`config.mk`:
```
export PLATFORM = sky130hd
export DESIGN_NAME = fourier_srg
export DESIGN_NICKNAME = d
export VERILOG_FILES = /design/src/rtl/fourier_srg.sv
export SDC_FILE = /design/constraint.sdc
export NUM_CORES = 2
export LEC_CHECK = 0
export BUFFER_PORTS_ARGS = -buffer_cell sky130_fd_sc_hd__buf_2
export CAP_MARGIN = 25
export CORE_ASPECT_RATIO = 0.6
export CORE_UTILIZATION = 59
export DETAILED_ROUTE_END_ITERATION = 16
export PLACE_DENSITY = 0.78
export SLEW_MARGIN = 40
export SYNTH_ARGS = -nofsm -noshare
export SYNTH_HDL_FRONTEND = slang
export SYNTH_SLANG_ARGS = --single-unit
```
`constraint.sdc`:
```
create_clock -name clk -period 15.8 [get_ports clk]
set_input_delay 3.16 -clock clk [delete_from_list [all_inputs] [get_ports clk]]
set_output_delay 3.16 -clock clk [all_outputs]
set_load 0.05 [all_outputs]
```
`src/rtl/fourier_srg.sv`:
```
// Ten-point DFT engine: samples are loaded into a register file, one complex
// multiply-accumulate runs per clock, and the rounded bins are read back by index.
module fourier_srg #(
  parameter int n = 10
) (
  input  logic        clk,
  input  logic        reset,
  input  logic [31:0] addr,
  input  logic [31:0] x,
  input  logic [1:0]  operation,
  output logic [31:0] y_re,
  output logic [31:0] y_im,
  output logic        done
);

  typedef enum logic [1:0] {
    S_IDLE,
    S_PROC,
    S_DONE
  } state_t;

  localparam logic [1:0] OP_IDLE = 2'b00;
  localparam logic [1:0] OP_LOAD = 2'b01;
  localparam logic [1:0] OP_PROC = 2'b10;
  localparam logic [1:0] OP_READ = 2'b11;
  localparam logic [3:0] LAST    = 4'(n - 1);

  state_t             r_state;
  logic [3:0]         r_k;
  logic [3:0]         r_j;
  logic signed [63:0] r_acc_re;
  logic signed [63:0] r_acc_im;
  logic               r_done;
  logic [31:0]        r_mem    [n];
  logic [31:0]        r_res_re [n];
  logic [31:0]        r_res_im [n];

  logic               w_addr_ok;
  logic [7:0]         w_jk;
  logic [3:0]         w_m;
  logic signed [15:0] w_cos;
  logic signed [15:0] w_sin;
  logic signed [31:0] w_x;
  logic signed [47:0] w_prod_re;
  logic signed [47:0] w_prod_im;
  logic signed [63:0] w_acc_re_next;
  logic signed [63:0] w_acc_im_next;

  assign w_addr_ok = (addr < 32'(n));

  // Twiddle index is j*k folded into one period of the Q1.14 ROM.
  assign w_jk = 8'(r_j) * 8'(r_k);
  assign w_m  = 4'(w_jk % 8'(n));

  always_comb begin
    w_cos = 16'sd0;
    w_sin = 16'sd0;
    case (w_m)
      4'd0: begin w_cos =  16'sd16384; w_sin =  16'sd0;     end
      4'd1: begin w_cos =  16'sd13255; w_sin =  16'sd9630;  end
      4'd2: begin w_cos =  16'sd5063;  w_sin =  16'sd15582; end
      4'd3: begin w_cos = -16'sd5063;  w_sin =  16'sd15582; end
      4'd4: begin w_cos = -16'sd13255; w_sin =  16'sd9630;  end
      4'd5: begin w_cos = -16'sd16384; w_sin =  16'sd0;     end
      4'd6: begin w_cos = -16'sd13255; w_sin = -16'sd9630;  end
      4'd7: begin w_cos = -16'sd5063;  w_sin = -16'sd15582; end
      4'd8: begin w_cos =  16'sd5063;  w_sin = -16'sd15582; end
      4'd9: begin w_cos =  16'sd13255; w_sin = -16'sd9630;  end
      default: begin w_cos = 16'sd0;   w_sin = 16'sd0;      end
    endcase
  end

  assign w_x       = $signed(r_mem[r_j]);
  assign w_prod_re = 48'(w_x) * 48'(w_cos);
  assign w_prod_im = 48'(w_x) * 48'(w_sin);

  // The imaginary part uses the negative-exponent kernel, so sine products subtract.
  assign w_acc_re_next = r_acc_re + 64'(w_prod_re);
  assign w_acc_im_next = r_acc_im - 64'(w_prod_im);

  always_ff @(posedge clk or negedge reset) begin
    if (!reset) begin
      for (int i = 0; i < n; i++) begin
        r_mem[i] <= '0;
      end
    end else if (operation == OP_LOAD && w_addr_ok) begin
      r_mem[addr[3:0]] <= x;
    end
  end

  always_ff @(posedge clk or negedge reset) begin
    if (!reset) begin
      r_state  <= S_IDLE;
      r_done   <= 1'b0;
      r_k      <= '0;
      r_j      <= '0;
      r_acc_re <= '0;
      r_acc_im <= '0;
      for (int i = 0; i < n; i++) begin
        r_res_re[i] <= '0;
        r_res_im[i] <= '0;
      end
    end else begin
      case (r_state)
        S_IDLE: begin
          r_done <= 1'b0;
          if (operation == OP_PROC) begin
            r_state  <= S_PROC;
            r_k      <= '0;
            r_j      <= '0;
            r_acc_re <= '0;
            r_acc_im <= '0;
          end
        end
        S_PROC: begin
          if (operation != OP_PROC) begin
            r_state  <= S_IDLE;
            r_done   <= 1'b0;
            r_k      <= '0;
            r_j      <= '0;
            r_acc_re <= '0;
            r_acc_im <= '0;
          end else if (r_j == LAST) begin
            // Round half up in Q1.14, then keep only the low 32 bits.
            r_res_re[r_k] <= 32'((w_acc_re_next + 64'sd8192) >>> 14);
            r_res_im[r_k] <= 32'((w_acc_im_next + 64'sd8192) >>> 14);
            r_acc_re      <= '0;
            r_acc_im      <= '0;
            r_j           <= '0;
            if (r_k == LAST) begin
              r_state <= S_DONE;
              r_done  <= 1'b1;
              r_k     <= '0;
            end else begin
              r_k <= r_k + 4'd1;
            end
          end else begin
            r_acc_re <= w_acc_re_next;
            r_acc_im <= w_acc_im_next;
            r_j      <= r_j + 4'd1;
          end
        end
        S_DONE: begin
          if (operation == OP_IDLE || operation == OP_LOAD) begin
            r_state <= S_IDLE;
            r_done  <= 1'b0;
          end
        end
        default: begin
          r_state <= S_IDLE;
          r_done  <= 1'b0;
        end
      endcase
    end
  end

  // Readback is purely combinational and deliberately ignores done.
  assign y_re = (operation == OP_READ && w_addr_ok) ? r_res_re[addr[3:0]] : '0;
  assign y_im = (operation == OP_READ && w_addr_ok) ? r_res_im[addr[3:0]] : '0;
  assign done = r_done;

endmodule

```
==> flow_metrics.env <==
export IMPL_drv_cap=0
export IMPL_vias_per_cell=6.053
export IMPL_cp_start_kind="flop"
export IMPL_wirelength_um=227900
export IMPL_dieArea_sq_mm=0.1394
export IMPL_fp_row_count=105
export IMPL_antenna_found_initial=6
export IMPL_wl_met1_um=99540
export IMPL_synth_edf_count=0
export IMPL_worstReg2RegEnd="r_res_re[255]"
export IMPL_drtPass1Iterations=7
export IMPL_ant_nets=0
export IMPL_leakage_uw=0.04419
export IMPL_dieHeight_um=289.6
export IMPL_power_density_mw_per_mm2=113.0
export IMPL_clock_sinks=1062
export IMPL_hold_path_class="reg2reg"
export IMPL_start_util_pct=59.48
export IMPL_finalHoldViolations=0
export IMPL_synth_area_sq_mm=0.08134
export IMPL_setup_tns_ns=0
export IMPL_grt_pass1_vias=59720
export IMPL_slew_headroom_pct=38.90
export IMPL_synth_fp_nets=8945
export IMPL_root_buffer="clkbuf_16"
export IMPL_cp_max_fo=24
export IMPL_crit_type="reg2reg"
export IMPL_pin_count=133
export IMPL_holdWs_ns=0.4708
export IMPL_synth_distinct_cells=101
export IMPL_drt_initial_drc_count=6170
export IMPL_ir_drop_v=0.0003599
export IMPL_dr_wl_met3_um=29020
export IMPL_final_common_cell="inv_1"
export IMPL_max_stage_delay_ns=0.55
export IMPL_setup_violations=0
export IMPL_rrSetupSlack_ns=0.66
export IMPL_avgSynthCellArea_sq_um=10.67
export IMPL_cts_hold_buffers=0
export IMPL_fin_crit_sh_pct=95.81
export IMPL_period_needed_ns=15.14
export IMPL_wl_per_cell_um=23.97
export IMPL_port_buffers=132
export IMPL_tightest_slew_ns=0.9165
export IMPL_outcome="finished clean"
export IMPL_synth_seq_cells=1062
export IMPL_dr_max_layer_used="met5"
export IMPL_cts_made_buffers=98
export IMPL_grt_pass1_wl_um=354500
export IMPL_drive_gt1_share_pct=15.20
export IMPL_critPathCapture="r_res_re[255]"
export IMPL_post_cts_resized=0
export IMPL_nets=8926
export IMPL_grt_overflow=0
export IMPL_end_kind="flop"
export IMPL_cts_setup_buffers=0
export IMPL_ff2ff_path_depth=53
export IMPL_worst_ep_required_time_ns=16.41
export IMPL_arrival_ns=15.74
export IMPL_synth_seq_area_share_pct=32.67
export IMPL_finalMaxSlewViolations=0
export IMPL_hpwl_um=168400
export IMPL_fmax_mhz=66.06
export IMPL_reg2reg_from="r_k[2]"
export IMPL_met2_length_um=94510
export IMPL_final_cell_mix="1281 x inv_1, 1057 x dfrtp_1, 944 x fa_1, 934 x nand2_1, 650 x o21ai_0"
export IMPL_place_gp_congestion=1.014
export IMPL_clock_path_buffers=3
export IMPL_async_flop_share_pct=100.0
export IMPL_core_sq_mm=0.1368
export IMPL_grt_max_degree=108
export IMPL_fin_skew_ns=0.03179
export IMPL_cts_htree_levels=3
export IMPL_cp_common_cell="fa_1"
export IMPL_grt_usage_pct=33.58
export IMPL_cts_tree="yes"
export IMPL_synth_cells=7623
export IMPL_ys_flop_type="dfrtp_1"
export IMPL_yosys_warnings=0
export IMPL_syn2layout_area_growth_pct=8.538
export IMPL_fp_dieW_um=481.4
export IMPL_clk_pin_slew_ns=0.07
export IMPL_clk_latency_ns=0.74
export IMPL_slowest_stage="dfrtp_1"
export IMPL_num_vias=57540
export IMPL_cp_startpoint="r_k[2]"
export IMPL_drc_errors=0
[power by group]
group | leakage (uW) | switching [uW] | internal, uW
Sequential | 0.0148 | 15.0 | 2760
Combinational | 0.0276 | 3130 | 1460
Clock | 0.00174 | 1140 | 1470
[cells in the mapped netlist (66+ instances only)]
library cell     n  area, sq um
mux2i_1        159         1592
buf_1           91        341.6
a21oi_1         86        430.4
a21o_1          66        495.5
xnor2_1        117         1025
clkbuf_1       297         1115
mux4_2         192         4324
nand2_1        959         3600
o21ai_0        652         3263
o22ai_1        119        744.5
inv_1         1281         4808
fa_1           944        18900
ha_1           310         3879
mux2_2         371         4178
dfrtp_1       1062        26580
nor2_1         255        957.2
[per-stage QoR]
stage	power (uW)	cell area, sq um	instances	utilization (%)	worst slack [ns]
5_1_grt	10440	88290	9506	64.56	-0.02543
4_1_cts	9813	87930	9502	64.29	0.04413
3_5_place_dp	7201	84390	9320	61.70	0.1149
3_3_place_gp	7054	84130	9316	61.52	0.6450
6_report	9978	88290	9507	64.56	0.6626
2_1_floorplan	5419	81350	7623	-	0.008125
[worst max-delay path, delay by kind of cell, from the launching register on]
| family | cells | cell delay (ns) |
|---|---|---|
| flops | 1 | 0.55 |
| simple gates | 7 | 1.46 |
| xor+xnor | 3 | 0.78 |
| fa+ha+maj | 12 | 5.58 |
| buf+inv | 9 | 1.05 |
| mux | 1 | 0.34 |
| compound gates | 21 | 5.24 |
[logic make-up after synthesis]
family / after synthesis / synth area share [%]
buffers and inverters: 1684 / 7.809
AND/OR/NAND/NOR: 1504 / 7.845
adder cells (fa/ha/maj): 1256 / 28.03
AO/OA/AOI/OAI: 1197 / 8.992
flip-flops: 1062 / 32.67
multiplexers: 732 / 12.57
XOR/XNOR: 188 / 2.089
[how the worst min path moves through the flow]
stage                   from  cells past startpoint       endpoint
2_1_floorplan  r_res_im[104]                      2  r_res_im[104]
3_3_place_gp    r_res_im[72]                      2   r_res_im[72]
3_5_place_dp   r_res_im[104]                      2  r_res_im[104]
4_1_cts        r_res_im[104]                      2  r_res_im[104]
5_1_grt        r_res_im[242]                      2  r_res_im[242]
6_report       r_res_im[114]                      2  r_res_im[114]
[state kept, by name, indices dropped and copies added (netlist names)]
name and count:
r_mem 320, r_res_im 320, r_res_re 320, r_acc_re 46, r_acc_im 45, r_j 4
r_k 4, r_state 2, done 1
[routing by layer]
metal | vias to the layer above | GRT usage (%)
met3 | 362 | 11.97
li1 | 24720 | -
met1 | 29660 | 50.22
met2 | 2793 | 46.97
met4 | 8 | 7.540
met5 | - | 0
[cell type report]
type                            count  area (sq um)
Sequential cell                  1062         26590
Multi-Input combinational cell   4877         48990
Clock inverter                     47         665.6
Clock buffer                      135          2874
Antenna cell                        2         5.005
Fill cell                       10350         48470
Inverter                         1283          4816
Timing Repair Buffer              282          2074
Tap cell                         1819          2276
(Power assumes the default switching activity.)
